**src/rtl/rom_load_pkg.sv**
```systemverilog
// Shared types and default memory map for the ROM download controller.
// The region test compares in 17 bits so that base + size cannot wrap at the top of the map.
package rom_load_pkg;

   typedef enum logic [2:0] {IDLE, LOAD, HOLD, RUN, ERR} state_e;
   typedef enum logic [2:0] {R_NONE, R_CPU, R_SND, R_GFX, R_PROM} region_e;

   localparam logic [15:0] CPU_BASE_DEF     = 16'h0000;
   localparam logic [15:0] CPU_SIZE_DEF     = 16'h5000;
   localparam logic [15:0] SND_BASE_DEF     = 16'h5000;
   localparam logic [15:0] SND_SIZE_DEF     = 16'h1000;
   localparam logic [15:0] GFX_BASE_DEF     = 16'h6000;
   localparam logic [15:0] GFX_SIZE_DEF     = 16'h1000;
   localparam logic [15:0] PROM_BASE_DEF    = 16'h7000;
   localparam logic [15:0] PROM_SIZE_DEF    = 16'h0020;
   localparam logic [16:0] EXPECTED_LEN_DEF = 17'h07020;
   localparam int unsigned HOLD_CYCLES_DEF  = 16;

   function automatic logic in_region(input logic [15:0] addr,
                                      input logic [15:0] base,
                                      input logic [15:0] size);
      return ({1'b0, addr} >= {1'b0, base}) &&
             ({1'b0, addr} <  ({1'b0, base} + {1'b0, size}));
   endfunction

endpackage

```
**src/rtl/rom_region_decode.sv**
```systemverilog
// Combinational download-address decoder: selects the ROM region and the
// address relative to that region's base. Unmapped addresses give R_NONE.
module rom_region_decode
   import rom_load_pkg::*;
#(
   parameter logic [15:0] CPU_BASE  = CPU_BASE_DEF,
   parameter logic [15:0] CPU_SIZE  = CPU_SIZE_DEF,
   parameter logic [15:0] SND_BASE  = SND_BASE_DEF,
   parameter logic [15:0] SND_SIZE  = SND_SIZE_DEF,
   parameter logic [15:0] GFX_BASE  = GFX_BASE_DEF,
   parameter logic [15:0] GFX_SIZE  = GFX_SIZE_DEF,
   parameter logic [15:0] PROM_BASE = PROM_BASE_DEF,
   parameter logic [15:0] PROM_SIZE = PROM_SIZE_DEF
)
(
   input  logic [15:0] addr_i,
   output region_e     region_o,
   output logic [15:0] rel_addr_o
);

   always_comb begin
      region_o   = R_NONE;
      rel_addr_o = '0;
      if (in_region(addr_i, CPU_BASE, CPU_SIZE)) begin
         region_o   = R_CPU;
         rel_addr_o = addr_i - CPU_BASE;
      end else if (in_region(addr_i, SND_BASE, SND_SIZE)) begin
         region_o   = R_SND;
         rel_addr_o = addr_i - SND_BASE;
      end else if (in_region(addr_i, GFX_BASE, GFX_SIZE)) begin
         region_o   = R_GFX;
         rel_addr_o = addr_i - GFX_BASE;
      end else if (in_region(addr_i, PROM_BASE, PROM_SIZE)) begin
         region_o   = R_PROM;
         rel_addr_o = addr_i - PROM_BASE;
      end
   end

endmodule

```
**src/rtl/rom_load_ctrl.sv**
```systemverilog
// Sequences the HPS ROM download into the core ROM regions, owns core reset,
// and reports load status plus a mod-256 checksum of the accepted bytes.
module rom_load_ctrl
   import rom_load_pkg::*;
#(
   parameter logic [15:0] CPU_BASE     = CPU_BASE_DEF,
   parameter logic [15:0] CPU_SIZE     = CPU_SIZE_DEF,
   parameter logic [15:0] SND_BASE     = SND_BASE_DEF,
   parameter logic [15:0] SND_SIZE     = SND_SIZE_DEF,
   parameter logic [15:0] GFX_BASE     = GFX_BASE_DEF,
   parameter logic [15:0] GFX_SIZE     = GFX_SIZE_DEF,
   parameter logic [15:0] PROM_BASE    = PROM_BASE_DEF,
   parameter logic [15:0] PROM_SIZE    = PROM_SIZE_DEF,
   parameter logic [16:0] EXPECTED_LEN = EXPECTED_LEN_DEF,
   parameter int unsigned HOLD_CYCLES  = HOLD_CYCLES_DEF
)
(
   input  logic        clk,
   input  logic        RESET,
   input  logic        dn_download,
   input  logic        dn_wr,
   input  logic [15:0] dn_addr,
   input  logic [7:0]  dn_data,
   input  logic        ext_reset,
   output logic [15:0] rom_wr_addr,
   output logic [7:0]  rom_wr_data,
   output logic        cpu_rom_we,
   output logic        snd_rom_we,
   output logic        gfx_rom_we,
   output logic        prom_we,
   output logic        core_reset,
   output logic        load_ok,
   output logic        load_err,
   output logic [7:0]  checksum
);

   localparam int unsigned HC_W = $clog2(HOLD_CYCLES + 1);

   state_e          state_q, state_d;
   logic            dl_q, dl_qq;
   logic [HC_W-1:0] hold_cnt_q, hold_cnt_d;
   logic [16:0]     byte_cnt_q, byte_cnt_d;
   logic [7:0]      checksum_q, checksum_d;
   logic            ok_q, ok_d, err_q, err_d;
   logic [15:0]     addr_q, addr_d;
   logic [7:0]      data_q, data_d;
   logic [3:0]      we_q, we_d;
   logic            core_reset_q, core_reset_d;

   region_e         region;
   logic [15:0]     rel_addr;
   logic            dl_rise, dl_fall, accept;

   rom_region_decode #(
      .CPU_BASE  (CPU_BASE),
      .CPU_SIZE  (CPU_SIZE),
      .SND_BASE  (SND_BASE),
      .SND_SIZE  (SND_SIZE),
      .GFX_BASE  (GFX_BASE),
      .GFX_SIZE  (GFX_SIZE),
      .PROM_BASE (PROM_BASE),
      .PROM_SIZE (PROM_SIZE)
   ) u_decode (
      .addr_i     (dn_addr),
      .region_o   (region),
      .rel_addr_o (rel_addr)
   );

   always_ff @(posedge clk or posedge RESET) begin
      if (RESET) begin
         state_q      <= IDLE;
         dl_q         <= 1'b0;
         dl_qq        <= 1'b0;
         hold_cnt_q   <= '0;
         byte_cnt_q   <= '0;
         checksum_q   <= '0;
         ok_q         <= 1'b0;
         err_q        <= 1'b0;
         addr_q       <= '0;
         data_q       <= '0;
         we_q         <= '0;
         core_reset_q <= 1'b1;
      end else begin
         state_q      <= state_d;
         dl_q         <= dn_download;
         dl_qq        <= dl_q;
         hold_cnt_q   <= hold_cnt_d;
         byte_cnt_q   <= byte_cnt_d;
         checksum_q   <= checksum_d;
         ok_q         <= ok_d;
         err_q        <= err_d;
         addr_q       <= addr_d;
         data_q       <= data_d;
         we_q         <= we_d;
         core_reset_q <= core_reset_d;
      end
   end

   always_comb begin
      dl_rise      = dl_q & ~dl_qq;
      dl_fall      = ~dl_q & dl_qq;
      accept       = (state_q == LOAD) && dn_wr && (region != R_NONE);

      state_d      = state_q;
      hold_cnt_d   = hold_cnt_q;
      byte_cnt_d   = byte_cnt_q;
      checksum_d   = checksum_q;
      ok_d         = ok_q;
      err_d        = err_q;
      addr_d       = addr_q;
      data_d       = data_q;
      we_d         = '0;
      core_reset_d = 1'b1;

      case (state_q)
         IDLE: if (dl_rise) state_d = LOAD;
         LOAD: begin
            if (accept) begin
               byte_cnt_d = (byte_cnt_q == '1) ? byte_cnt_q : byte_cnt_q + 17'd1;
               checksum_d = checksum_q + dn_data;
               addr_d     = rel_addr;
               data_d     = dn_data;
               case (region)
                  R_CPU:   we_d[0] = 1'b1;
                  R_SND:   we_d[1] = 1'b1;
                  R_GFX:   we_d[2] = 1'b1;
                  R_PROM:  we_d[3] = 1'b1;
                  default: we_d    = '0;
               endcase
            end
            // Length check sees byte_cnt_d so a write on the falling cycle counts.
            if (dl_fall) begin
               if (byte_cnt_d >= EXPECTED_LEN) begin
                  state_d    = HOLD;
                  ok_d       = 1'b1;
                  hold_cnt_d = '0;
               end else begin
                  state_d = ERR;
                  err_d   = 1'b1;
               end
            end
         end
         HOLD: begin
            if (dl_rise) begin
               state_d = LOAD;
            end else if (ext_reset) begin
               hold_cnt_d = '0;
            end else if (hold_cnt_q == HC_W'(HOLD_CYCLES - 1)) begin
               state_d = RUN;
            end else begin
               hold_cnt_d = hold_cnt_q + 1'b1;
            end
         end
         RUN:     if (dl_rise) state_d = LOAD;
         ERR:     if (dl_rise) state_d = LOAD;
         default: state_d = IDLE;
      endcase

      if ((state_d == LOAD) && (state_q != LOAD)) begin
         byte_cnt_d = '0;
         checksum_d = '0;
         ok_d       = 1'b0;
         err_d      = 1'b0;
      end

      if (state_d == RUN) core_reset_d = ext_reset;
   end

   assign rom_wr_addr = addr_q;
   assign rom_wr_data = data_q;
   assign cpu_rom_we  = we_q[0];
   assign snd_rom_we  = we_q[1];
   assign gfx_rom_we  = we_q[2];
   assign prom_we     = we_q[3];
   assign core_reset  = core_reset_q;
   assign load_ok     = ok_q;
   assign load_err    = err_q;
   assign checksum    = checksum_q;

endmodule

```
**config.mk**
```make
export PLATFORM = sky130hd
export DESIGN_NAME = rom_load_ctrl
export DESIGN_NICKNAME = d
export VERILOG_FILES = /design/src/rtl/rom_load_pkg.sv /design/src/rtl/rom_region_decode.sv /design/src/rtl/rom_load_ctrl.sv
export SDC_FILE = /design/constraint.sdc
export NUM_CORES = 1
export LEC_CHECK = 0
export CORE_ASPECT_RATIO = 0.6
export CORE_MARGIN = 5
export CORE_UTILIZATION = 45
export DETAILED_ROUTE_END_ITERATION = 7
export GPL_TIMING_DRIVEN = 0
export PLACE_DENSITY_LB_ADDON = 0.12
export SETUP_SLACK_MARGIN = 0.15
export SLEW_MARGIN = 20
export SYNTH_ARGS = -nofsm -noshare
export SYNTH_HDL_FRONTEND = slang
export SYNTH_SLANG_ARGS = --single-unit
```
**constraint.sdc**
```tcl
create_clock -name clk -period 3.5 [get_ports clk]
set_input_delay 0.35 -clock clk [delete_from_list [all_inputs] [get_ports clk]]
set_output_delay 0.35 -clock clk [all_outputs]
set_load 0.005 [all_outputs]
```
Word-level counts from Yosys, hierarchy flattened
Index checks and enable logic that the tools add are counted.
{"block": "classes", "n_addsub": 6, "magnitude_cmp": 8, "eq_ne": 18, "mux": 44, "bitwise": 4, "n_reduce_logical": 19}
{"cell": "$mux W17", "n": 5}
{"cell": "$lt A16 B15 Y1 const B", "n": 4}
{"cell": "$mux W16", "n": 4}
{"cell": "$ge A16 B15 Y1 const B", "n": 3}
{"cell": "$sub A16 B15 Y16 const B", "n": 3}
{"cell": "$mux W3", "n": 10}
{"cell": "$mux W5", "n": 5}
{"cell": "$mux W8", "n": 3}
{"cell": "$add A17 B1 Y17 const B", "n": 1}
{"cell": "$eq A17 B17 Y1 const B", "n": 1}
{"cell": "$ge A17 B15 Y1 const B", "n": 1}
{"cell": "$eq A3 B2 Y1 const B", "n": 5}
{"cell": "$mux W1", "n": 13}
{"cell": "$pmux W5 S2", "n": 1}
{"cell": "$reduce_bool A2 Y1", "n": 5}
{"cell": "$eq A3 B1 Y1 const B", "n": 3}
{"cell": "$pmux W3 S3", "n": 1}
{"cell": "$add A8 B8 Y8", "n": 1}
{"cell": "$mux W4", "n": 2}
{"cell": "$eq A3 B3 Y1 const B", "n": 2}
{"cell": "$logic_and A1 B1 Y1", "n": 6}
{"cell": "$reduce_and A3 Y1", "n": 2}
{"cell": "$add A5 B1 Y5 const B", "n": 1}
{"cell": "$eq A5 B4 Y1 const B", "n": 1}
{"cell": "11 further kinds", "n": 16}
{"block": "word_totals", "register_bits": 66, "input_bits": 29, "output_inout_bits": 39, "word_cells": 111}

Logic depth before layout (Yosys ltp)
{"block": "depth", "word_depth": 18, "mapped_depth": 11, "ltp_nobuf": 11}

Modules after synthesis
From an unflattened synthesis, not the netlist that was laid out.
{"block": "hier_totals", "hier_cells": 458, "area_unflattened_um2": 4050.1}
{"mod": "rom_load_ctrl", "instances": 1, "cells_per_inst": 394, "area_per_inst_um2": 3578.4, "seq_area_each_um2": 1652.8}
{"mod": "rom_region_decode", "instances": 1, "cells_per_inst": 64, "area_per_inst_um2": 471.7, "seq_area_each_um2": 0.0}

Worst setup path after synthesis
Ideal clock, no wire load.
{"block": "synth_path", "kind": "register -> register", "startpoint": "register byte_cnt_q[0]", "endpoint": "register state_q[1]", "setup_time_ps": 124, "t_arrival_ps": 2469, "required_time_ps": 3376, "setup_slack_ps": 907, "path_stages_with_launch": 11, "n_path_buf": 1, "synth_period_minus_slack_ps": 2593, "path_cell_list": "dfrtp_1 ha_1 nand4_1 nor4_4 nor3_1 buf_2 a311oi_1 o211ai_1 o21a_1 o21a_1 or2_1"}
{"block": "synth_between", "elab_chain_len": 8, "elab_cells_between_ends": 9, "cone_classes": "add/sub: 1; order compare: 1; eq/ne: 1; mux: 6"}
{"element": "start: declaration", "line": "rom_load_ctrl.sv:42", "source": "logic [16:0] byte_cnt_q, byte_cnt_d;"}
{"element": "start signal: assignment", "line": "rom_load_ctrl.sv:88", "source": "byte_cnt_q <= byte_cnt_d;"}
{"element": "$add A17 B1 Y17 / $eq A17 B17 Y1 (equally long branches)", "line": "rom_load_ctrl.sv:119", "source": "byte_cnt_d = (byte_cnt_q == '1) ? byte_cnt_q : byte_cnt_q + 17'd1;"}
{"element": "$mux W17", "line": "rom_load_ctrl.sv:119"}
{"element": "$mux W17 *", "line": "rom_load_ctrl.sv:118", "source": "if (accept) begin"}
{"element": "$mux W17 *", "line": "rom_load_ctrl.sv:115", "source": "case (state_q)"}
{"element": "$ge A17 B15 Y1 *", "line": "rom_load_ctrl.sv:133", "source": "if (byte_cnt_d >= EXPECTED_LEN) begin"}
{"element": "$mux W3 *", "line": "rom_load_ctrl.sv:133"}
{"element": "$mux W3 *", "line": "rom_load_ctrl.sv:132", "source": "if (dl_fall) begin"}
{"element": "$pmux W3 S3 *", "line": "rom_load_ctrl.sv:115"}
{"element": "via state_d[1]", "line": "rom_load_ctrl.sv:39", "source": "state_e state_q, state_d;"}
{"element": "end signal: assignment", "line": "rom_load_ctrl.sv:84", "source": "state_q <= state_d;"}
{"element": "end: declaration", "line": "rom_load_ctrl.sv:39"}
Mark *: on every way through the listed nets, which the timed path passes. The rest lies on a longest branch. The select of a mux whose other input is x is not followed.
A chain may end at the register's enable or synchronous reset.

Worst setup path in the final report
{"block": "layout_path", "startpoint": "register byte_cnt_q[0]", "endpoint": "register hold_cnt_q[2]"}
{"block": "layout_between", "elab_chain_len": 7, "elab_cells_between_ends": 8, "cone_classes": "add/sub: 1; order compare: 1; eq/ne: 2; mux: 3; reduce/logical: 1"}
{"element": "$add A17 B1 Y17 / $eq A17 B17 Y1 (equally long branches)", "line": "rom_load_ctrl.sv:119"}
{"element": "$mux W17", "line": "rom_load_ctrl.sv:119"}
{"element": "$mux W17 *", "line": "rom_load_ctrl.sv:118"}
{"element": "$mux W17 *", "line": "rom_load_ctrl.sv:115"}
{"element": "$ge A17 B15 Y1 *", "line": "rom_load_ctrl.sv:133"}
{"element": "$ne A2 B1 Y1 (no line) *"}
{"element": "$reduce_and A5 Y1 (no line) *"}
{"element": "end signal: assignment", "line": "rom_load_ctrl.sv:87", "source": "hold_cnt_q <= hold_cnt_d;"}
{"element": "end: declaration", "line": "rom_load_ctrl.sv:41", "source": "logic [HC_W-1:0] hold_cnt_q, hold_cnt_d;"}
Every way passes the cells marked *; elsewhere a longest branch is shown, timed or not. The select of a mux whose other input is x is not followed.

==> impl_metrics.ini <==
[outcome]
outcome = completed

[routing]
drt-met1-wl_mm = 4.75
dr_total_vias = 3331
post_drt_via_cell_ratio = 5.47
detail_route.iter0.violations = 298
detailed_routing_iteration_count_for_the_pre_antenna_repair_pass = 5
totalWireLength_mm = 9.56
top_layer_used_by_detailed_routing = met4
dr_wl_met2_mm = 3.87
met3WireLength_um = 849
wl_per_cell_um = 15.7
drc = 0
ant_nets = 0

[grt]
first_global_vias = 3171
grt_max_degree = 58
globalRouteOverflowTotal = 0
grt_first_pass_wirelength_mm = 16.1
antenna_violations_before_repair = 0
global_route.usage.total = 0.198

[placed_design]
place.port_buffers = 66
routabilityCongestion = 0.881
detailedPlacementHpwl_mm = 7.02
placed_cells_incl_taps = 591

[floorplan]
top_level_ports = 68
chipHeight_um = 80.7
start_util = 0.468
fp.coreArea_um2 = 8010
placementRows = 25
fp.dieW_um = 128
dieArea_um2 = 10300

[hold_path]
path_class_of_the_lowest_slack_min_delay_path = primary input to asynchronous set/reset pin

[worst_setup_path]
worst-path-max-fanout = 8
crit_path_end = hold_cnt_q[2]
worst_r2r_endpoint = hold_cnt_q[2]
endpoint_kind = flip-flop
required_ps = 3710
r2r_start = byte_cnt_q[0]
crit_path_start = byte_cnt_q[0]
worstRegToRegCells = 9
setup.worst_path.start_class = flip-flop
cp_cell_sequence = ha_1, nand4_1, nor4_4, nor3_1, and4_1, a31oi_1, o211ai_2, and2_4, a221o_1
setup.reg_to_reg.worst_slack_ps = 380
arrival_ps = 3330
cell_with_the_biggest_individual_delay_on_the_critical_path = sky130_fd_sc_hd__nor4_4
cp_slowest_stage_delay_ps = 560
path_class = flip-flop to flip-flop

[clock_tree]
cts-buffers-inserted = 9
htree_levels = 3
cts_tree = built
cts-hold-fix-buffers = 0
root_buffer = sky130_fd_sc_hd__clkbuf_16
clkTransAtPathRegs_ps = 50
clock_sinks = 66
clock_insertion_delay_worst_skew_ps = 330
cts_max_path_buffers = 2

[finish]
antenna-diode-count = 0
post_layout_nonfiller_instances = 609
num-fill-cells = 691
multiInputGateArea_um2 = 2010
area_delta_synth_final_pct = 31.7
fin_nets = 541
regArea_um2 = 1650
post_route_cells_drive_above_1_share = 0.0798

[sta]
period_minus_ws_final_ps = 3120
final-setup-viol-count = 0
worst_case_clock_skew_ps = 5.56
max-slew-margin-rel = 0.403
worstMarginPinSlew_ps = 890
period_share = 0.890
timing.final.max_slew_violations = 0
final_hold_viol_count = 0
final.hold.worst_slack_ps = 275
setup_repair_after_global_routing_missed_its_margin = false
fmaxAchievable_ghz = 0.321

[synth]
synth_async_sr_flop_share = 1.00
synth_edf_count = 0
ys_ff_latch = 66
post_synth_num_cell_types = 56
synth_cells = 416
synth_largest_type_area_fraction = 0.434
synth.largest_area_cell = sky130_fd_sc_hd__dfrtp_1
ys_warn_count = 0
dominantRegCellSynth = sky130_fd_sc_hd__dfrtp_1
syn_avg_cell_area_um2 = 9.01
synth.cell_area_um2 = 3750
yosys-top-cells-area = sky130_fd_sc_hd__dfrtp_1 43%, sky130_fd_sc_hd__nand2_1 8.9%, sky130_fd_sc_hd__ha_1 5.0%, sky130_fd_sc_hd__o21ai_0 3.1%, sky130_fd_sc_hd__a21oi_1 2.4%
synth.yosys.seq_area_share = 0.441
synth.net_count = 461

[power]
power_density_nw_per_um2 = 646
leak_nw = 2.22
vdd_ir_drop_max_uv = 400

[flow_run]
timing.max_cap.violations = 0
## metal layers
metal | track usage | vias to the layer above
met4 | 0.0540 | 0
met5 | 0 | -
li1 | - | 1646
met1 | 0.291 | 1548
met3 | 0.0631 | 8
met2 | 0.280 | 129
## where the power goes
part	switching, mW	internal [mW]	leakage (nW)
Sequential	0.131	0.968	0.866
Combinational	0.550	0.584	1.20
Clock	0.314	0.644	0.151
## placed cells by master, fill, tap and decap left out, types with 2 or more instances in the layout
cell,instances
sky130_fd_sc_hd__and4_1,6
sky130_fd_sc_hd__nand4_1,9
sky130_fd_sc_hd__nor3_1,9
sky130_fd_sc_hd__o21ai_0,23
sky130_fd_sc_hd__o211ai_1,6
sky130_fd_sc_hd__nor2b_1,6
sky130_fd_sc_hd__o21a_1,8
sky130_fd_sc_hd__and2_1,2
sky130_fd_sc_hd__or2_2,2
sky130_fd_sc_hd__ha_1,15
sky130_fd_sc_hd__mux2i_1,3
sky130_fd_sc_hd__nor4_1,8
sky130_fd_sc_hd__a211o_1,2
sky130_fd_sc_hd__clkbuf_16,9
sky130_fd_sc_hd__nand2b_1,7
sky130_fd_sc_hd__a31oi_1,7
sky130_fd_sc_hd__buf_2,6
sky130_fd_sc_hd__a21oi_1,18
sky130_fd_sc_hd__nor3b_1,6
sky130_fd_sc_hd__nor4_4,2
sky130_fd_sc_hd__bufinv_16,2
sky130_fd_sc_hd__and3_1,11
sky130_fd_sc_hd__dlymetal6s2s_1,2
sky130_fd_sc_hd__inv_1,9
sky130_fd_sc_hd__buf_4,2
sky130_fd_sc_hd__a211oi_1,3
sky130_fd_sc_hd__dfrtp_1,65
sky130_fd_sc_hd__a21o_1,5
sky130_fd_sc_hd__nand2_1,88
sky130_fd_sc_hd__a32o_1,2
sky130_fd_sc_hd__xor2_1,3
sky130_fd_sc_hd__nor2_1,20
sky130_fd_sc_hd__nand3_1,11
sky130_fd_sc_hd__clkdlybuf4s50_1,64
sky130_fd_sc_hd__clkbuf_1,15
sky130_fd_sc_hd__mux2_2,4
sky130_fd_sc_hd__xnor2_1,10
## cells by family (layout without fill, tap and decap cells)
family	Yosys count	after routing	synth area share
buffers and inverters	28	113	0.0300
flip-flops	66	66	0.441
multiplexers	7	7	0.0200
AO/OA/AOI/OAI	90	90	0.158
AND/OR/NAND/NOR	196	196	0.266
adder cells (fa/ha/maj)	16	16	0.0554
XOR/XNOR	13	13	0.0304
## per-stage QoR
step	utilization	area [um^2]	worst slack, ps	total power, mW	TNS, ps
6_report	0.617	4940	384	3.19	0
3_5_place_dp	0.571	4580	-273	2.23	-947
3_3_place_gp	0.568	4550	-224	2.20	-540
5_1_grt	0.617	4940	158	3.40	0
4_1_cts	0.611	4890	159	3.21	0
2_1_floorplan	-	3750	907	1.68	0
## synth_stat cells, types with 8 or more instances
cell                       count
sky130_fd_sc_hd__nor2_1       21
sky130_fd_sc_hd__nor4_1        9
sky130_fd_sc_hd__xnor2_1      10
sky130_fd_sc_hd__ha_1         15
sky130_fd_sc_hd__nand2_1      89
sky130_fd_sc_hd__a21oi_1      18
sky130_fd_sc_hd__nand3_1      11
sky130_fd_sc_hd__dfrtp_1      65
sky130_fd_sc_hd__clkbuf_1     11
sky130_fd_sc_hd__o21a_1        8
sky130_fd_sc_hd__and3_1       11
sky130_fd_sc_hd__nor3_1        9
sky130_fd_sc_hd__o21ai_0      23
sky130_fd_sc_hd__inv_1        10
sky130_fd_sc_hd__nand4_1       9
## worst min path at each step
stage                      from        endpoint  cells past startpoint
CTS                       RESET   byte_cnt_q[1]                      2
global placement           dl_q           dl_qq                      0
finish                    RESET  byte_cnt_q[10]                      2
detailed placement         dl_q           dl_qq                      0
floorplan           dn_download            dl_q                      0
global route              RESET   byte_cnt_q[1]                      2
## flip-flops by register name, indices dropped and copies added, names as in the netlist
name	flops
rom_wr_data	8
byte_cnt_q	17
load_err	1
dl_q	1
dl_qq	1
core_reset	1
load_ok	1
rom_wr_addr	16
state_q	3
hold_cnt_q	5
checksum	8
we_q	4
## area by class of cell
class / instances / area share
clock inverters: 2 / 0.0122
well taps: 108 / 0.0274
inverters: 10 / 0.00811
clock buffers: 14 / 0.0514
flip-flops and latches: 66 / 0.335
multi-input cells: 322 / 0.408
repair buffers: 69 / 0.143
plain buffers: 18 / 0.0152
## worst max-delay path: cells and delay by family, from the launching register on
family,cells,cell delay (ps)
adders and majority gates,1,290
DFF,1,410
AOI/OAI and AO/OA,3,950
and+or+nand+nor,5,1340
## repair_timing
item / 4_1_cts / 5_1_grt
pin swaps: 0 / 1
setup endpoints to repair: 2 / 8
buffers inserted: 0 / 2
endpoints found under the hold margin: 0 / 0
gates resized for setup: 1 / 5
No activity file was read; power rests on OpenSTA's default activity.
